<file path="src/rtl/iexec_core.sv">
`default_nettype none
// ============================================================================
//  Module   : iexec_core
//  Brief    : Multi-cycle RV32I OP-IMM core with run/step sequencing, a
//             32-entry register file and a write-back display export.
//  Revision : 1.0 - initial release
// ============================================================================
module iexec_core #(
    parameter int CLK_DIV   = 50000000,
    parameter int MEM_WORDS = 16,
    parameter int NREGS     = 32
) (
    input  logic        sys_clk,
    input  logic        sys_rst,
    input  logic        run,
    input  logic        step_req,
    output logic [31:0] imem_addr,
    input  logic [31:0] imem_data,
    output logic [31:0] pc_out,
    output logic [31:0] result,
    output logic [4:0]  result_rd,
    output logic        result_valid,
    output logic        illegal,
    input  logic [4:0]  dbg_addr,
    output logic [31:0] dbg_data
);

    localparam int                 c_CNT_W    = $clog2(CLK_DIV);
    localparam logic [c_CNT_W-1:0] c_CNT_MAX  = c_CNT_W'(CLK_DIV - 1);
    localparam logic [c_CNT_W-1:0] c_CNT_ONE  = c_CNT_W'(1);
    localparam logic [31:0]        c_PC_LIMIT = 32'(MEM_WORDS * 4);
    localparam logic [31:0]        c_NREGS    = 32'(NREGS);
    localparam logic [6:0]         c_OP_IMM   = 7'b0010011;
    localparam logic [6:0]         c_F7_ZERO  = 7'b0000000;
    localparam logic [6:0]         c_F7_SRA   = 7'b0100000;

    localparam logic [1:0] c_ST_WAIT  = 2'd0;
    localparam logic [1:0] c_ST_FETCH = 2'd1;
    localparam logic [1:0] c_ST_EXEC  = 2'd2;
    localparam logic [1:0] c_ST_WB    = 2'd3;

    logic [1:0]         r_state;
    logic [c_CNT_W-1:0] r_cnt;
    logic [31:0]        r_pc;
    logic [31:0]        r_instr;
    logic [31:0]        r_result;
    logic [4:0]         r_result_rd;
    logic               r_wr_en;
    logic               r_valid;
    logic               r_illegal;
    logic [31:0]        r_regs [NREGS];

    logic               w_tick;
    logic               w_trigger;
    logic [6:0]         w_opcode;
    logic [4:0]         w_rd;
    logic [2:0]         w_funct3;
    logic [4:0]         w_rs1;
    logic [6:0]         w_funct7;
    logic [4:0]         w_shamt;
    logic [31:0]        w_imm;
    logic [31:0]        w_rs1_val;
    logic [31:0]        w_alu;
    logic               w_bad;
    logic [31:0]        w_pc_inc;
    logic [31:0]        w_pc_next;

    assign w_tick    = (r_cnt == c_CNT_MAX);
    assign w_trigger = run ? w_tick : step_req;

    assign w_opcode = r_instr[6:0];
    assign w_rd     = r_instr[11:7];
    assign w_funct3 = r_instr[14:12];
    assign w_rs1    = r_instr[19:15];
    assign w_shamt  = r_instr[24:20];
    assign w_funct7 = r_instr[31:25];
    assign w_imm    = {{20{r_instr[31]}}, r_instr[31:20]};

    // x0 and any address beyond the implemented registers read as zero
    assign w_rs1_val = (w_rs1 != 5'd0 && {27'd0, w_rs1} < c_NREGS) ? r_regs[w_rs1] : 32'd0;
    assign dbg_data  = (dbg_addr != 5'd0 && {27'd0, dbg_addr} < c_NREGS) ? r_regs[dbg_addr] : 32'd0;

    assign w_pc_inc  = r_pc + 32'd4;
    assign w_pc_next = (w_pc_inc >= c_PC_LIMIT) ? 32'd0 : w_pc_inc;

    always_comb begin
        w_alu = 32'd0;
        w_bad = 1'b0;
        if (w_opcode != c_OP_IMM) begin
            w_bad = 1'b1;
        end else begin
            case (w_funct3)
                3'b000: w_alu = w_rs1_val + w_imm;
                3'b010: w_alu = {31'd0, $signed(w_rs1_val) < $signed(w_imm)};
                3'b011: w_alu = {31'd0, w_rs1_val < w_imm};
                3'b100: w_alu = w_rs1_val ^ w_imm;
                3'b110: w_alu = w_rs1_val | w_imm;
                3'b111: w_alu = w_rs1_val & w_imm;
                3'b001: begin
                    if (w_funct7 == c_F7_ZERO) w_alu = w_rs1_val << w_shamt;
                    else                       w_bad = 1'b1;
                end
                3'b101: begin
                    if (w_funct7 == c_F7_ZERO)     w_alu = w_rs1_val >> w_shamt;
                    else if (w_funct7 == c_F7_SRA) w_alu = 32'($signed(w_rs1_val) >>> w_shamt);
                    else                           w_bad = 1'b1;
                end
                default: w_bad = 1'b1;
            endcase
        end
    end

    always_ff @(posedge sys_clk) begin
        if (!sys_rst) begin
            r_state     <= c_ST_WAIT;
            r_cnt       <= '0;
            r_pc        <= 32'd0;
            r_instr     <= 32'd0;
            r_result    <= 32'd0;
            r_result_rd <= 5'd0;
            r_wr_en     <= 1'b0;
            r_valid     <= 1'b0;
            r_illegal   <= 1'b0;
            for (int i = 0; i < NREGS; i++) r_regs[i] <= 32'd0;
        end else begin
            r_cnt     <= w_tick ? '0 : r_cnt + c_CNT_ONE;
            r_valid   <= 1'b0;
            r_illegal <= 1'b0;
            case (r_state)
                c_ST_WAIT: begin
                    if (w_trigger) r_state <= c_ST_FETCH;
                end
                c_ST_FETCH: begin
                    r_instr <= imem_data;
                    r_state <= c_ST_EXEC;
                end
                c_ST_EXEC: begin
                    // result/valid register here so they are visible throughout WB
                    r_result    <= w_bad ? 32'd0 : w_alu;
                    r_result_rd <= w_rd;
                    r_wr_en     <= !w_bad && w_rd != 5'd0 && {27'd0, w_rd} < c_NREGS;
                    r_valid     <= 1'b1;
                    r_illegal   <= w_bad;
                    r_state     <= c_ST_WB;
                end
                c_ST_WB: begin
                    if (r_wr_en) r_regs[r_result_rd] <= r_result;
                    r_pc    <= w_pc_next;
                    r_state <= c_ST_WAIT;
                end
                default: r_state <= c_ST_WAIT;
            endcase
        end
    end

    assign imem_addr    = r_pc;
    assign pc_out       = r_pc;
    assign result       = r_result;
    assign result_rd    = r_result_rd;
    assign result_valid = r_valid;
    assign illegal      = r_illegal;

endmodule
`default_nettype wire
</file>
<file path="config.mk">
export PLATFORM = sky130hd
export DESIGN_NAME = iexec_core
export DESIGN_NICKNAME = d
export VERILOG_FILES = /design/src/rtl/iexec_core.sv
export SDC_FILE = /design/constraint.sdc
export NUM_CORES = 2
export LEC_CHECK = 0
export ABC_CLOCK_PERIOD_IN_PS = 15400
export CAP_MARGIN = 25
export CORE_UTILIZATION = 45
export DETAILED_ROUTE_END_ITERATION = 8
export GPL_ROUTABILITY_DRIVEN = 1
export SLEW_MARGIN = 15
export SYNTH_ARGS = -nofsm -noshare
export SYNTH_HDL_FRONTEND = slang
export SYNTH_SLANG_ARGS = --single-unit
</file>
<file path="constraint.sdc">
create_clock -name sys_clk -period 15.4 [get_ports sys_clk]
set_input_delay 1.54 -clock sys_clk [delete_from_list [all_inputs] [get_ports sys_clk]]
set_output_delay 1.54 -clock sys_clk [all_outputs]
set_load 0.05 [all_outputs]
</file>
==> impl_metrics.ini <==
[status]
status = completed

[floorplanning]
start_util_pct = 45.4
die_area_um2 = 155000
coreArea_um2 = 152000
die-width_um = 394
std_cell_rows = 143
fp.dieH_um = 394
pin_count = 176

[placed_design]
place_congestion = 0.981
post_dp_cell_area_um2 = 73200
port_buffers = 171
dp_hpwl_um = 172000

[grt]
antenna_found_initial = 35
grtUsageMet1_pct = 50.1
grt_pass1_wl_um = 400000
grt_pass1_vias = 49812
grt.overflow.total = 0
grt_util_met3_pct = 11.0
grt_usage_pct = 36.8
busiest_layer = met2
grt_max_degree = 123
use_met2_pct = 53.0

[clocking]
cts_root_buffer = clkbuf_16
htreeDepth = 4
cts_num_sinks = 1159
holdBufCountCts = 0
cts_max_path_buffers = 3
cts_buffers = 132
cts-resized-gates = 0
path_clk_slew_ps = 60
cts_setup_buffers = 0
clk_latency_ps = 790
cts_tree = built

[cells_and_area]
drive_gt1_share_pct = 19.2
area_delta_synth_final_pct = 11.9
final_core_util_pct = 50.8
fin_area_um2 = 77500
nets = 5583

[worst_setup_path]
cp_top_family = compound AO/OA/AOI/OAI gates
crit_path_max_fanout = 47
crit_required_ps = 16090
start_kind = register
path_class = reg2reg
endpoint_kind = register
arrival_ps = 8500
crit_path_cell_trace = buf_4 -> buf_4 -> mux4_2 -> a22oi_1 -> nand4_1 -> and2_1 -> ha_1 -> a21oi_1 -> nor3b_1 -> o21ai_0 -> a221o_1 -> o41ai_1 -> o21ai_0 -> a311oi_1 -> xnor2_1 -> o21ai_0 -> o21ai_0
slowest_stage = dfxtp_4
slowest_delay_ps = 860
crit_buf_inv = 2
cpMostUsedCell = o21ai_0

[timing]
relSlewSlack_pct = 13.1
whs_ps = 466
setup_tns_ps = 0
setup_violations = 0
layout_min_cycle_time_ps = 7810
rsz0062_at_grt = false
slew_violations = 0
period_share_pct = 50.7
max_freq_mhz = 128
finalHoldViolCount = 0
skew_ps = 29.3
tightest_slew_ps = 1300

[routing]
ant_nets = 0
viasPerCell = 6.94
routedWlPerCell_um = 38.4
drtPass1Iterations = 8
finalWirelength_um = 291000
drc_errors = 0
drtIter0Drc = 9644
num_vias = 52569

[synthesis]
ys_async_sr_fraction_pct = 0
synth-edff-count = 1024
synth_cell_types = 99
avgSynthCellArea_um2 = 12.7
synth_flop_cell = edfxtp_1
netlist_instances = 5449
synth_warnings = 0
synth-seq-cells = 1159
synth_area_um2 = 69300
yosysSeqAreaShare_pct = 48.3

[pwr]
p_leak_uw = 0.0273
ir_drop_v = 0.000122
power_density_nw_per_um2 = 140

[min_path]
hp-class = reg2reg

[run]
cap_viol_max_count = 0
-- final cells by class --
type / count / area (um^2)
Fill cell: 13114 / 75000
Multi-Input combinational cell: 3685 / 33600
Sequential cell: 1159 / 33500
Clock buffer: 162 / 3550
Timing Repair Buffer: 375 / 3360
Tap cell: 2030 / 2540
Clock inverter: 78 / 643
Inverter: 69 / 259
Antenna cell: 18 / 45.0
-- synthesized netlist by cell type (10+ instances only) --
master / number / share of area, %
nand2b_1: 22 / 0.20
inv_1: 66 / 0.36
ha_1: 119 / 2.1
a211oi_1: 27 / 0.29
mux4_1: 22 / 0.83
buf_1: 55 / 0.30
nand2_1: 176 / 0.95
mux2i_1: 309 / 4.5
xor2_1: 28 / 0.35
a221oi_1: 26 / 0.33
buf_4: 59 / 0.64
mux4_2: 500 / 16
o21ai_0: 163 / 1.2
dfxtp_1: 135 / 3.9
or3_1: 22 / 0.20
buf_6: 30 / 0.49
o21a_1: 20 / 0.22
o31ai_1: 17 / 0.18
and2_1: 1042 / 9.4
nor4_1: 10 / 0.090
clkbuf_1: 348 / 1.9
nand3b_1: 10 / 0.11
nand3_1: 80 / 0.58
a32o_1: 11 / 0.16
buf_2: 39 / 0.28
nand4_1: 17 / 0.15
a22o_1: 11 / 0.14
o22ai_1: 49 / 0.44
or4_1: 10 / 0.11
edfxtp_1: 1024 / 44
nor2_1: 318 / 1.7
mux2_2: 26 / 0.42
a21oi_1: 141 / 1.0
a211o_1: 13 / 0.16
a22oi_1: 103 / 1.1
a21o_1: 15 / 0.16
o211ai_1: 17 / 0.18
nor3_1: 78 / 0.56
and3_1: 29 / 0.26
a31oi_1: 37 / 0.33
nor2b_1: 28 / 0.25
a32oi_1: 10 / 0.13
o221ai_1: 13 / 0.16
xnor2_1: 28 / 0.35
-- cells by family after synthesis --
family                   Yosys count  share of synthesized area (%)
AND/OR/NAND/NOR                 1878                           15.0
flip-flops                      1159                           48.3
multiplexers                     861                           22.1
buffers and inverters            608                           4.15
adder cells (fa/ha/maj)          120                           2.18
AO/OA/AOI/OAI                    766                           7.50
XOR/XNOR                          56                          0.708
other                              1                        0.00541
-- where the power goes --
part | switching (uW) | internal [uW] | total, uW
logic | 2710 | 1360 | 4060
clock network | 1360 | 1780 | 3140
registers | 138 | 3540 | 3680
-- cell usage in the layout (no fill, tap or decap), types with 29 or more instances in the layout --
master	count
a31oi_1	37
nor2_1	280
mux4_2	500
mux2i_1	309
nand3_1	79
nand2_1	175
a21oi_1	141
edfxtp_1	1024
nor2_4	35
and2_1	1041
ha_1	118
clkinv_1	32
nor3_1	78
clkdlybuf4s50_1	165
o22ai_1	49
o21ai_0	131
o21ai_4	32
clkbuf_16	138
inv_1	61
and3_1	29
buf_4	198
dfxtp_1	125
a22oi_1	103
-- state kept, by name, indices dropped and copies added (netlist names), named ones only --
name / flops
illegal: 1
imem_addr: 30
r_cnt: 26
r_instr: 32
r_regs: 1024
r_state: 2
r_wr_en: 1
result: 32
result_rd: 5
result_valid: 1
-- worst register-to-register path: stages, from the launching register on --
cell and delay, ps:
dfxtp_4 860, buf_4 790, buf_4 840, mux4_2 640, a22oi_1 300, nand4_1 560, and2_1 510, ha_1 290
a21oi_1 160, nor3b_1 250, o21ai_0 140, a221o_1 350, o41ai_1 740, o21ai_0 420, a311oi_1 430, xnor2_1 150
o21ai_0 90, o21ai_0 230
-- layer usage --
| layer | up-vias | share of wire, % |
|---|---|---|
| met5 | - | 0.019 |
| met4 | 8 | 5.9 |
| met3 | 884 | 15 |
| met2 | 4588 | 43 |
| met1 | 26447 | 37 |
| li1 | 20642 | - |
-- final timing paths --
kind              cells past startpoint  slack, ps  startpoint         end
setup reg to reg                     17       7590    register  result[30]
hold reg to reg                       1        470    r_cnt[0]    r_cnt[0]
setup / recovery                     17       7590    register  result[30]
hold / removal                        1        470    r_cnt[0]    r_cnt[0]
-- stage by stage --
step | power [uW] | worst slack (ps) | cells
3_5_place_dp | 7620 | 7690 | 7313
6_report | 10900 | 7590 | 7576
4_1_cts | 10700 | 7690 | 7553
2_1_floorplan | 6170 | 9790 | 5452
5_1_grt | 11100 | 7390 | 7562
3_3_place_gp | 7610 | 7730 | 7310
Power figures use the tool's default switching activity.
